## src/rtl/clock_set_controller.sv

```systemverilog
// Clock-setting front end: mode/add/sub button handling, hold-to-repeat, field blink,
// idle timeout and gating of the 1 Hz tick while a field is being set.
module clock_set_controller #(
  parameter int unsigned HOLD_CYCLES   = 50_000_000,
  parameter int unsigned REPEAT_CYCLES = 10_000_000,
  parameter int unsigned BLINK_CYCLES  = 25_000_000,
  parameter int unsigned IDLE_CYCLES   = 1_000_000_000
) (
  input  logic       clock,
  input  logic       reset,
  input  logic       pulse_1hz,
  input  logic       mode_button,
  input  logic       add_button,
  input  logic       sub_button,
  output logic       tick_en,
  output logic       inc_pulse,
  output logic       dec_pulse,
  output logic [1:0] field_sel,
  output logic       blank,
  output logic       setting
);

  localparam int unsigned CntMax = (HOLD_CYCLES > REPEAT_CYCLES) ? HOLD_CYCLES : REPEAT_CYCLES;
  localparam int unsigned CntW   = $clog2(CntMax + 1);
  localparam int unsigned IdleW  = $clog2(IDLE_CYCLES + 1);
  localparam int unsigned BlinkW = $clog2(BLINK_CYCLES + 1);

  localparam logic [CntW-1:0]   HoldVal   = CntW'(HOLD_CYCLES);
  localparam logic [CntW-1:0]   RepeatVal = CntW'(REPEAT_CYCLES);
  localparam logic [IdleW-1:0]  IdleVal   = IdleW'(IDLE_CYCLES);
  localparam logic [BlinkW-1:0] BlinkVal  = BlinkW'(BLINK_CYCLES);

  // Encoding doubles as the field_sel value.
  typedef enum logic [1:0] {
    StRun        = 2'b00,
    StSetHours   = 2'b01,
    StSetMinutes = 2'b10,
    StSetSeconds = 2'b11
  } state_e;

  state_e state_q, state_d, state_next;

  logic mode_prev_q, add_prev_q, sub_prev_q;
  logic mode_press, add_press, sub_press, add_or_sub;
  logic tick_q, tick_d, inc_q, inc_d, dec_q, dec_d;
  logic blank_q, blank_d, lockout_q, lockout_d, rep_q, rep_d;

  logic [CntW-1:0]   cnt_q, cnt_d, cnt_limit;
  logic [IdleW-1:0]  idle_q, idle_d, idle_inc;
  logic [BlinkW-1:0] blink_q, blink_d, blink_inc;

  assign mode_press = mode_button & ~mode_prev_q;
  assign add_press  = add_button & ~add_prev_q;
  assign sub_press  = sub_button & ~sub_prev_q;
  assign add_or_sub = add_button | sub_button;

  assign idle_inc  = idle_q + IdleW'(1);
  assign blink_inc = blink_q + BlinkW'(1);
  assign cnt_limit = rep_q ? RepeatVal : HoldVal;

  always_comb begin
    state_next = StRun;
    unique case (state_q)
      StRun:        state_next = StSetHours;
      StSetHours:   state_next = StSetMinutes;
      StSetMinutes: state_next = StSetSeconds;
      StSetSeconds: state_next = StRun;
    endcase
  end

  always_comb begin
    state_d   = state_q;
    tick_d    = pulse_1hz & (state_q == StRun);
    inc_d     = 1'b0;
    dec_d     = 1'b0;
    cnt_d     = cnt_q;
    rep_d     = rep_q;
    lockout_d = lockout_q;
    idle_d    = idle_q;
    blink_d   = blink_q;
    blank_d   = blank_q;

    if (state_q == StRun) begin
      cnt_d     = '0;
      rep_d     = 1'b0;
      idle_d    = '0;
      blink_d   = '0;
      blank_d   = 1'b0;
      lockout_d = lockout_q & add_or_sub;
      if (mode_press) begin
        state_d   = state_next;
        lockout_d = add_or_sub;
      end
    end else begin
      // Button handling: mode wins, then lockout, then chord, then press, then hold.
      if (mode_press) begin
        state_d   = state_next;
        cnt_d     = '0;
        rep_d     = 1'b0;
        lockout_d = add_or_sub;
      end else if (lockout_q) begin
        cnt_d     = '0;
        rep_d     = 1'b0;
        lockout_d = add_or_sub;
      end else if (add_button && sub_button) begin
        cnt_d     = '0;
        rep_d     = 1'b0;
        lockout_d = 1'b1;
      end else if (add_press || sub_press) begin
        inc_d = add_press;
        dec_d = sub_press;
        cnt_d = CntW'(1);
        rep_d = 1'b0;
      end else if (add_or_sub && (cnt_q != '0)) begin
        if (cnt_q == cnt_limit) begin
          inc_d = add_button;
          dec_d = sub_button;
          cnt_d = CntW'(1);
          rep_d = 1'b1;
        end else begin
          cnt_d = cnt_q + CntW'(1);
        end
      end else begin
        cnt_d = '0;
        rep_d = 1'b0;
      end

      if (mode_button || add_or_sub) begin
        idle_d = '0;
      end else if (idle_inc == IdleVal) begin
        state_d = StRun;
        idle_d  = '0;
      end else begin
        idle_d = idle_inc;
      end

      // Field stays lit while being adjusted so the new value is readable.
      if (state_d != state_q || add_or_sub) begin
        blink_d = '0;
        blank_d = 1'b0;
      end else if (blink_inc == BlinkVal) begin
        blink_d = '0;
        blank_d = ~blank_q;
      end else begin
        blink_d = blink_inc;
      end
    end
  end

  always_ff @(posedge clock) begin
    if (!reset) begin
      state_q     <= StRun;
      mode_prev_q <= 1'b1;
      add_prev_q  <= 1'b1;
      sub_prev_q  <= 1'b1;
      tick_q      <= 1'b0;
      inc_q       <= 1'b0;
      dec_q       <= 1'b0;
      blank_q     <= 1'b0;
      lockout_q   <= 1'b0;
      rep_q       <= 1'b0;
      cnt_q       <= '0;
      idle_q      <= '0;
      blink_q     <= '0;
    end else begin
      state_q     <= state_d;
      mode_prev_q <= mode_button;
      add_prev_q  <= add_button;
      sub_prev_q  <= sub_button;
      tick_q      <= tick_d;
      inc_q       <= inc_d;
      dec_q       <= dec_d;
      blank_q     <= blank_d;
      lockout_q   <= lockout_d;
      rep_q       <= rep_d;
      cnt_q       <= cnt_d;
      idle_q      <= idle_d;
      blink_q     <= blink_d;
    end
  end

  assign tick_en   = tick_q;
  assign inc_pulse = inc_q;
  assign dec_pulse = dec_q;
  assign blank     = blank_q;
  assign field_sel = state_q;
  assign setting   = (state_q != StRun);

endmodule

```

## config.mk

```make
export PLATFORM = sky130hd
export DESIGN_NAME = clock_set_controller
export DESIGN_NICKNAME = d
export VERILOG_FILES = /design/src/rtl/clock_set_controller.sv
export SDC_FILE = /design/constraint.sdc
export NUM_CORES = 1
export LEC_CHECK = 0
export CAP_MARGIN = 15
export CORE_MARGIN = 5
export CORE_UTILIZATION = 50
export DETAILED_ROUTE_END_ITERATION = 6
export PLACE_DENSITY_LB_ADDON = 0.3
export SYNTH_ARGS = -nofsm -noshare
export SYNTH_HDL_FRONTEND = slang
export SYNTH_SLANG_ARGS = --single-unit
```

## constraint.sdc

```tcl
create_clock -name clock -period 7.05 [get_ports clock]
set_input_delay 1.0575 -clock clock [delete_from_list [all_inputs] [get_ports clock]]
set_output_delay 1.0575 -clock clock [all_outputs]
set_load 0.005 [all_outputs]
```

After elaboration in Yosys (flattened, before gate mapping)
Cells that the tools add are included.
{"block": "word_totals", "output_inout_bits": 7, "reg_bits": 92}
{"block": "op_classes", "bitwise_logic": 12, "n_reduce_logical": 14, "n_mux": 21, "add_sub_neg": 3, "eq_ne": 7}
{"op": "$add A30 B1 Y30 const B", "n": 1}
{"op": "$eq A30 B30 Y1 const B", "n": 1}
{"op": "$add A26 B1 Y26 const B", "n": 1}
{"op": "$eq A26 B26 Y1", "n": 1}
{"op": "$mux W26", "n": 1}
{"op": "$reduce_bool A26 Y1", "n": 1}
{"op": "$add A25 B1 Y25 const B", "n": 1}
{"op": "$eq A25 B25 Y1 const B", "n": 1}
{"op": "$mux W1", "n": 14}
{"op": "$mux W2", "n": 5}
{"op": "$pmux W2 S4", "n": 1}
{"op": "$reduce_or A4 Y1", "n": 2}
{"op": "$reduce_or A8 Y1", "n": 1}
{"op": "$reduce_or A7 Y1", "n": 1}
{"op": "$not A1 Y1", "n": 6}
{"op": "$and A1 B1 Y1", "n": 5}
{"op": "$reduce_or A5 Y1", "n": 1}
{"op": "$eq A2 B2 Y1 const B", "n": 2}
{"op": "$logic_or A1 B1 Y1", "n": 3}
{"op": "$reduce_or A3 Y1", "n": 1}
{"op": "$eq A2 B1 Y1 const B", "n": 1}
{"op": "$logic_and A1 B1 Y1", "n": 2}
{"op": "$logic_not A2 Y1", "n": 1}
{"op": "$ne A2 B2 Y1", "n": 1}
{"op": "other kinds (2)", "n": 2}

Logic depth before layout (Yosys ltp)
Gate-level depths: netlist of the first run.
{"block": "logic_depth", "depth_word": 9, "depth_mapped": 12, "depth_no_buf": 9}

Least setup slack after synthesis of the first run
OpenSTA, ideal clock, no wires.
{"block": "synth_path", "path_type": "input -> register", "startpoint": "input port mode_button", "endpoint": "register cnt_q[22]", "setup_slack_ns": 4.027, "setup_ns": 0.065, "arrival_time_ns": 2.958, "path_stages": 9, "n_path_buf": 3, "cell_sequence": "nor2b_1 -> clkbuf_1 -> a2111oi_0 -> o221ai_1 -> or2_2 -> or2_2 -> clkbuf_1 -> clkbuf_1 -> nor2_1"}
{"block": "synth_via", "elab_chain_len": 2}
{"item": "start, declared", "line_no": "12", "rtl": "input logic mode_button,"}
{"item": "$and A1 B1 Y1", "line_no": "52", "rtl": "assign mode_press = mode_button & ~mode_prev_q;"}
{"item": "$reduce_or A8 Y1 (no line)"}
{"item": "end signal, assigned", "line_no": "176", "rtl": "cnt_q <= cnt_d;"}
{"item": "end, declared", "line_no": "48", "rtl": "logic [CntW-1:0] cnt_q, cnt_d, cnt_limit;"}
No other way between the ends.
A chain may end at the register's enable or synchronous reset.

Final worst setup path of the first run
{"block": "layout_path", "startpoint": "register idle_q[0]", "endpoint": "register blink_q[21]"}
{"block": "layout_via", "elab_chain_len": 8}
{"item": "start, declared", "line_no": "49", "rtl": "logic [IdleW-1:0] idle_q, idle_d, idle_inc;"}
{"item": "start signal, assigned", "line_no": "177", "rtl": "idle_q <= idle_d;"}
{"item": "$add A30 B1 Y30", "line_no": "57", "rtl": "assign idle_inc = idle_q + IdleW'(1);"}
{"item": "$eq A30 B30 Y1", "line_no": "130", "rtl": "end else if (idle_inc == IdleVal) begin"}
{"item": "$mux W2", "line_no": "130"}
{"item": "$mux W2", "line_no": "128", "rtl": "if (mode_button || add_or_sub) begin"}
{"item": "$mux W2", "line_no": "83", "rtl": "if (state_q == StRun) begin"}
{"item": "$ne A2 B2 Y1", "line_no": "138", "rtl": "if (state_d != state_q || add_or_sub) begin"}
{"item": "$logic_or A1 B1 Y1", "line_no": "138"}
{"item": "$reduce_or A4 Y1 (no line)"}
{"item": "end signal, assigned", "line_no": "178", "rtl": "blink_q <= blink_d;"}
{"item": "end, declared", "line_no": "50", "rtl": "logic [BlinkW-1:0] blink_q, blink_d, blink_inc;"}
No other way between the ends. The select of a mux whose other input is x is not followed.

==> flow_summary_export.csv, run 1 <==
group,metric,value,unit
global_route,grt_pass1_wl,18200,µm
run,cap_violations,0,
worst_setup_path,ff2ff_path_depth,8,
finish,drive_gt1_frac,0.0500,
sta,skew,0.00903,ns
clocking,ctsHoldBuffers,0,
clocking,cts_buffers,9,
floorplan,pin_count,13,
synthesis,ys_types,61,
worst_setup_path,crit_top_cell,"nand4_2",
worst_setup_path,crit_fanout,26,
floorplan,core_area,9730,µm²
sta,hold_viol,0,
worst_setup_path,cp.depth,8,
route,drtPass1Iterations,5,
sta,rsz0062_at_grt,"false",
sta,period_minus_slack,3.63,ns
place,place_ws,3.38,ns
finish,fin_cells,733,
sta,fin_setup_tns,0,ns
sta,setup_violations,0,
floorplan,die_y,110,µm
finish,regArea,1840,µm²
synthesis,synth.avg_cell_area,8.21,µm²
sta,min_period_over_period,0.515,
clocking,cts_sinks,92,
finish,fin_util,0.541,
floorplan,rows,36,
min_path,hold_class,"reg -> reg",
synthesis,synth_flop_cell,"dfxtp_1",
clocking,post-cts-setup-buffers,0,
finish,n_fill_cell,933,
global_route,grtUsageMet3,0.0382,
sta,fmax,275,MHz
route,routed_wl,10400,µm
global_route,antenna_found_initial,0,
global_route,grt_max_degree,27,
synthesis,synth-seq-area-share,0.372,
power,ir_drop,0.102,mV
synthesis,synthCells,603,
route,routedWlPerCell,14.2,µm
worst_setup_path,crit_buf_inv,0,
clocking,htreeDepth,3,
finish,nets,608,
place,portBuffers,12,
synthesis,synth_seq_cells,92,
worst_setup_path,slowest_delay,0.63,ns
route,ant_nets,0,
worst_setup_path,crit_type,"reg -> reg",
worst_setup_path,path_delay_family,"simple AND/OR/NAND/NOR gates",
worst_setup_path,path_cells,"ha_1, nand4_2, or3_1, o32ai_1, nand3_1, nor4_2, nand4_2, a211oi_1",
global_route,overflow,0,
run_status,run_status,"finished clean",
finish,mostFrequentLayoutCells,"nor2_1 (92), dfxtp_1 (92), xor2_1 (41), nand2_1 (39)",
worst_setup_path,worst_setup_path_end_kind,"flop",
synthesis,synth_warnings,0,
route,drc,0,
clocking,tritoncts,"done",
place,dp_hpwl,7440,µm
global_route,use_met2,0.306,
sta,fin_ws,3.42,ns
global_route,grt_pass1_vias,4026,
global_route,grt.busiest_layer,"met2",
worst_setup_path,slowest_stage,"nand4_2",
route,drt_iter0_drc,273,
synthesis,synth-edff-count,0,
clocking,clk_pin_slew,0.10,ns
worst_setup_path,cp-start-kind,"flop",
clocking,root_buffer,"clkbuf_8",
synthesis,async_flop_share,0,
global_route,met1_usage,0.243,
power,p_leak,1.54,nW
place,placed_cells,717,
route,vias,4155,
worst_setup_path,rr_startpoint,"idle_q[0]",
clocking,clockBufferDepth,2,
finish,area_growth,6.29,%
global_route,track_usage,0.185,
floorplan,dieArea,12000,µm²
clocking,clk_latency,0.36,ns
worst_setup_path,required,7.31,ns
sta,hold_ws,0.494,ns
power,pwr_density_cell,167,nW/µm²
route,avgViaCountPerCell,5.67,
place,gp_congestion,0.869,
worst_setup_path,rrSetupSlack,3.42,ns
synthesis,synth.cell_area,4950,µm²
sta,max_slew_margin,0.509,
worst_setup_path,worst-endpoint-arrival,3.89,ns
floorplan,start_util,0.509,
finish,multi_input_area,2880,µm²
clocking,cts_resized,0,
sta,slew_violations,0,
floorplan,die_x,110,µm
finish,diodes,0,
sta,tightestPinTransition,0.734,ns
worst_setup_path,crit_end,"blink_q[21]",
worst_setup_path,crit_start,"idle_q[0]",
synthesis,synth_fp_nets,616,
worst_setup_path,timing.rr.end,"blink_q[21]",
## worst min-delay path by stage
stage                    start         end  slack, ns  cells after the start
floorplan           blink_q[0]  blink_q[0]       0.46                      1
finish                   blank       blank       0.49                      2
global placement         blank       blank       0.47                      2
detailed placement       blank       blank       0.48                      2
global route             blank       blank       0.52                      2
CTS                      blank       blank       0.49                      2
## per-layer routing
layer	wire length, µm	up-vias
met3	454	8
met4	106	0
li1	-	2127
met5	0	-
met1	5020	1933
met2	4840	87
## layout make-up
class / count / share of cell area
clock buffer: 9 / 0.0235
clock inverter: 7 / 0.0116
inverter: 18 / 0.0128
multi-input combinational: 461 / 0.546
sequential: 92 / 0.350
tap: 133 / 0.0316
timing repair buffer: 13 / 0.0242
## Yosys cell counts, types with 4 or more instances
master,instances,share of area
dfxtp_1,92,0.37
nor2_1,92,0.070
xor2_1,41,0.072
nand2_1,39,0.030
nand3_1,37,0.037
xnor2_1,37,0.065
nand4_1,31,0.039
inv_1,18,0.014
nor3_1,17,0.017
a21oi_1,16,0.016
a211oi_1,15,0.023
nor4_1,15,0.019
clkbuf_1,14,0.011
and3_1,13,0.016
buf_2,10,0.010
o21ai_0,10,0.010
or3_1,10,0.013
ha_1,7,0.018
nand2b_1,6,0.0076
or4_1,6,0.0091
or2_2,5,0.0063
o31ai_1,4,0.0061
## state kept, by name, indices dropped and copies added, names as in the netlist
register and flops:
blank 1, idle_q 30, rep_q 1, field_sel 2
mode_prev_q 1, add_prev_q 1, lockout_q 1, sub_prev_q 1
inc_pulse 1, cnt_q 26, tick_en 1, blink_q 25
dec_pulse 1
## power breakdown
group	internal, mW	leakage [nW]	switching, mW
logic	0.00831	0.717	0.00915
clock network	0.134	0.0815	0.202
registers	0.522	0.742	0.00198
## worst register-to-register path, cell delays in order (launching register included)
cell and delay, ns:
dfxtp_1 0.50, ha_1 0.36, nand4_2 0.22, or3_1 0.58, o32ai_1 0.24, nand3_1 0.17
nor4_2 0.36, nand4_2 0.63, a211oi_1 0.48
## cells by family (layout without fill, tap and decap cells)
logic type,count (synthesis),in the layout,synth area share
AND/OR/NAND/NOR,297,297,0.310
buffers and inverters,50,47,0.0475
multiplexers,3,3,0.00631
adder cells (fa/ha/maj),7,7,0.0177
flip-flops,92,92,0.372
XOR/XNOR,78,78,0.138
AO/OA/AOI/OAI,76,76,0.109
## per-stage QoR
stage | power (mW) | cell area, µm²
3_5_place_dp | 0.553 | 5080
2_1_floorplan | 0.545 | 4950
6_report | 0.877 | 5270
3_3_place_gp | 0.553 | 5080
5_1_grt | 0.909 | 5270
4_1_cts | 0.886 | 5270
Power figures use the tool's default switching activity.
==> run 2, diff against run 1 <==
Clock period 7.05 ns to 3.3 ns, I/O delays scaled along.
==> flow_summary_export.csv, run 2 (same netlist as run 1, synthesis figures left out) <==
group,metric,value,unit
run_status,run_status,"finished clean",
clocking,root_buffer,"clkbuf_8",
worst_setup_path,timing.rr.end,"blink_q[0]",
worst_setup_path,cp.depth,9,
clocking,clockBufferDepth,2,
power,power,1.91,mW
clocking,cts_sinks,92,
route,ant_nets,0,
worst_setup_path,crit_fanout,26,
clocking,clk_pin_slew,0.09,ns
global_route,grt_pass1_vias,4050,
floorplan,start_util,0.509,
finish,regMostFlops,"idle_q",
sta,hold_ws,0.505,ns
route,routed_wl,10800,µm
sta,hold_viol,0,
sta,min_period_over_period,0.925,
worst_setup_path,worst_setup_path_end_kind,"flop",
sta,skew,0.0107,ns
clocking,clk_latency,0.37,ns
sta,setup_violations,0,
clocking,tritoncts,"done",
route,routedWlPerCell,14.4,µm
worst_setup_path,slowest_delay,0.56,ns
worst_setup_path,crit_type,"reg -> reg",
finish,area_growth,8.69,%
worst_setup_path,rrSetupSlack,0.25,ns
min_path,min_to,"blank",
place,dp_hpwl,7550,µm
route,drtPass1Iterations,4,
worst_setup_path,crit_buf_inv,1,
sta,max_slew_margin,0.551,
finish,largest_reg_flops,30,
floorplan,pin_count,13,
floorplan,dieArea,12000,µm²
power,ir_drop,0.160,mV
global_route,overflow,0,
route,drt_iter0_drc,301,
sta,fmax,327,MHz
worst_setup_path,cp-start-kind,"flop",
global_route,antenna_found_initial,0,
worst_setup_path,worst-endpoint-arrival,3.30,ns
route,vias,4274,
clocking,post-cts-setup-buffers,0,
sta,rsz0062_at_grt,"false",
min_path,hold_class,"reg -> reg",
finish,reg_top3,"idle_q x30, cnt_q x26, blink_q x25",
clocking,cts_buffers,9,
clocking,ctsHoldBuffers,0,
worst_setup_path,rr_startpoint,"idle_q[1]",
floorplan,core_area,9730,µm²
clocking,cts_resized,0,
sta,fin_setup_tns,0,ns
finish,mostFrequentLayoutCells,"nor2_1 (92), dfxtp_1 (92), xor2_1 (41), nand2_1 (39)",
finish,drive_gt1_frac,0.0718,
finish,n_fill_cell,937,
worst_setup_path,required,3.54,ns
run,cap_violations,0,
min_path,min_path_cells,2,
global_route,grt_pass1_wl,18600,µm
place,gp_congestion,0.873,
floorplan,die_x,110,µm
floorplan,die_y,110,µm
power,p_leak,1.62,nW
sta,tightestPinTransition,0.667,ns
worst_setup_path,slowest_stage,"or3_1",
global_route,track_usage,0.192,
finish,fin_util,0.553,
finish,diodes,0,
power,pwr_density_cell,355,nW/µm²
sta,slew_violations,0,
worst_setup_path,ff2ff_path_depth,9,
worst_setup_path,crit_start,"idle_q[1]",
global_route,grt_max_degree,27,
clocking,htreeDepth,3,
floorplan,rows,36,
sta,period_minus_slack,3.05,ns
min_path,min_from,"blank",
route,drc,0,
finish,nets,621,
worst_setup_path,path_cells,"ha_2, nand4_2, or3_1, nor4_1, a31oi_1, or4_4, o21ai_4, buf_12, a211oi_1",
route,avgViaCountPerCell,5.73,
place,portBuffers,12,
worst_setup_path,path_delay_family,"simple AND/OR/NAND/NOR gates",
run 2: cell count changes in the layout (fill, tap and decap cells not counted), sizes merged:
| cell | change |
|---|---|
| buf | +13 |
| clkinv | +3 |
| clkinvlp | -3 |
| bufinv | +1 |
| inv | -1 |
run 2: power by group:
part / internal [mW] / leakage (nW) / switching [mW]
clock: 0.347 / 0.0992 / 0.403
combinational: 0.0216 / 0.782 / 0.0218
sequential: 1.11 / 0.742 / 0.00343
total: 1.48 / 1.62 / 0.428
run 2: worst register-to-register path, cell delays in order (launching register included):
cell	delay, ns
dfxtp_1	0.47
ha_2	0.31
nand4_2	0.13
or3_1	0.56
nor4_1	0.34
a31oi_1	0.12
or4_4	0.53
o21ai_4	0.19
buf_12	0.19
a211oi_1	0.10
run 2: final cells by class:
cell class              count  area (µm²)  share of cell area
repair buffers             26         238              0.0442
clock inverters             7        66.3              0.0123
well taps                 133         166              0.0309
flip-flops and latches     92        1840               0.342
clock buffers               9         124              0.0230
multi-input cells         461        2880               0.535
inverters                  18        67.6              0.0125
run 2: per-stage QoR:
step	setup slack, ns	instance area, µm²	instances
after CTS	0.189	5380	746
after floorplan	0.436	4950	603
after detailed placement	0.147	5190	730
final	0.246	5380	746
after global routing	0.0320	5380	746
after global placement	0.262	5190	730
run 2: worst max path at each step:
stage                             to
final                     blink_q[0]
after floorplan                blank
after detailed placement   cnt_q[13]
after global placement      cnt_q[6]
after CTS                  cnt_q[20]
after global routing      blink_q[0]
run 2: layer usage:
metal	GRT usage	vias up	routed length, µm
li1	-	2152	-
met1	0.257	2017	5170
met2	0.306	90	5020
met3	0.0346	15	403
met4	0.0766	0	168
met5	0	-	0
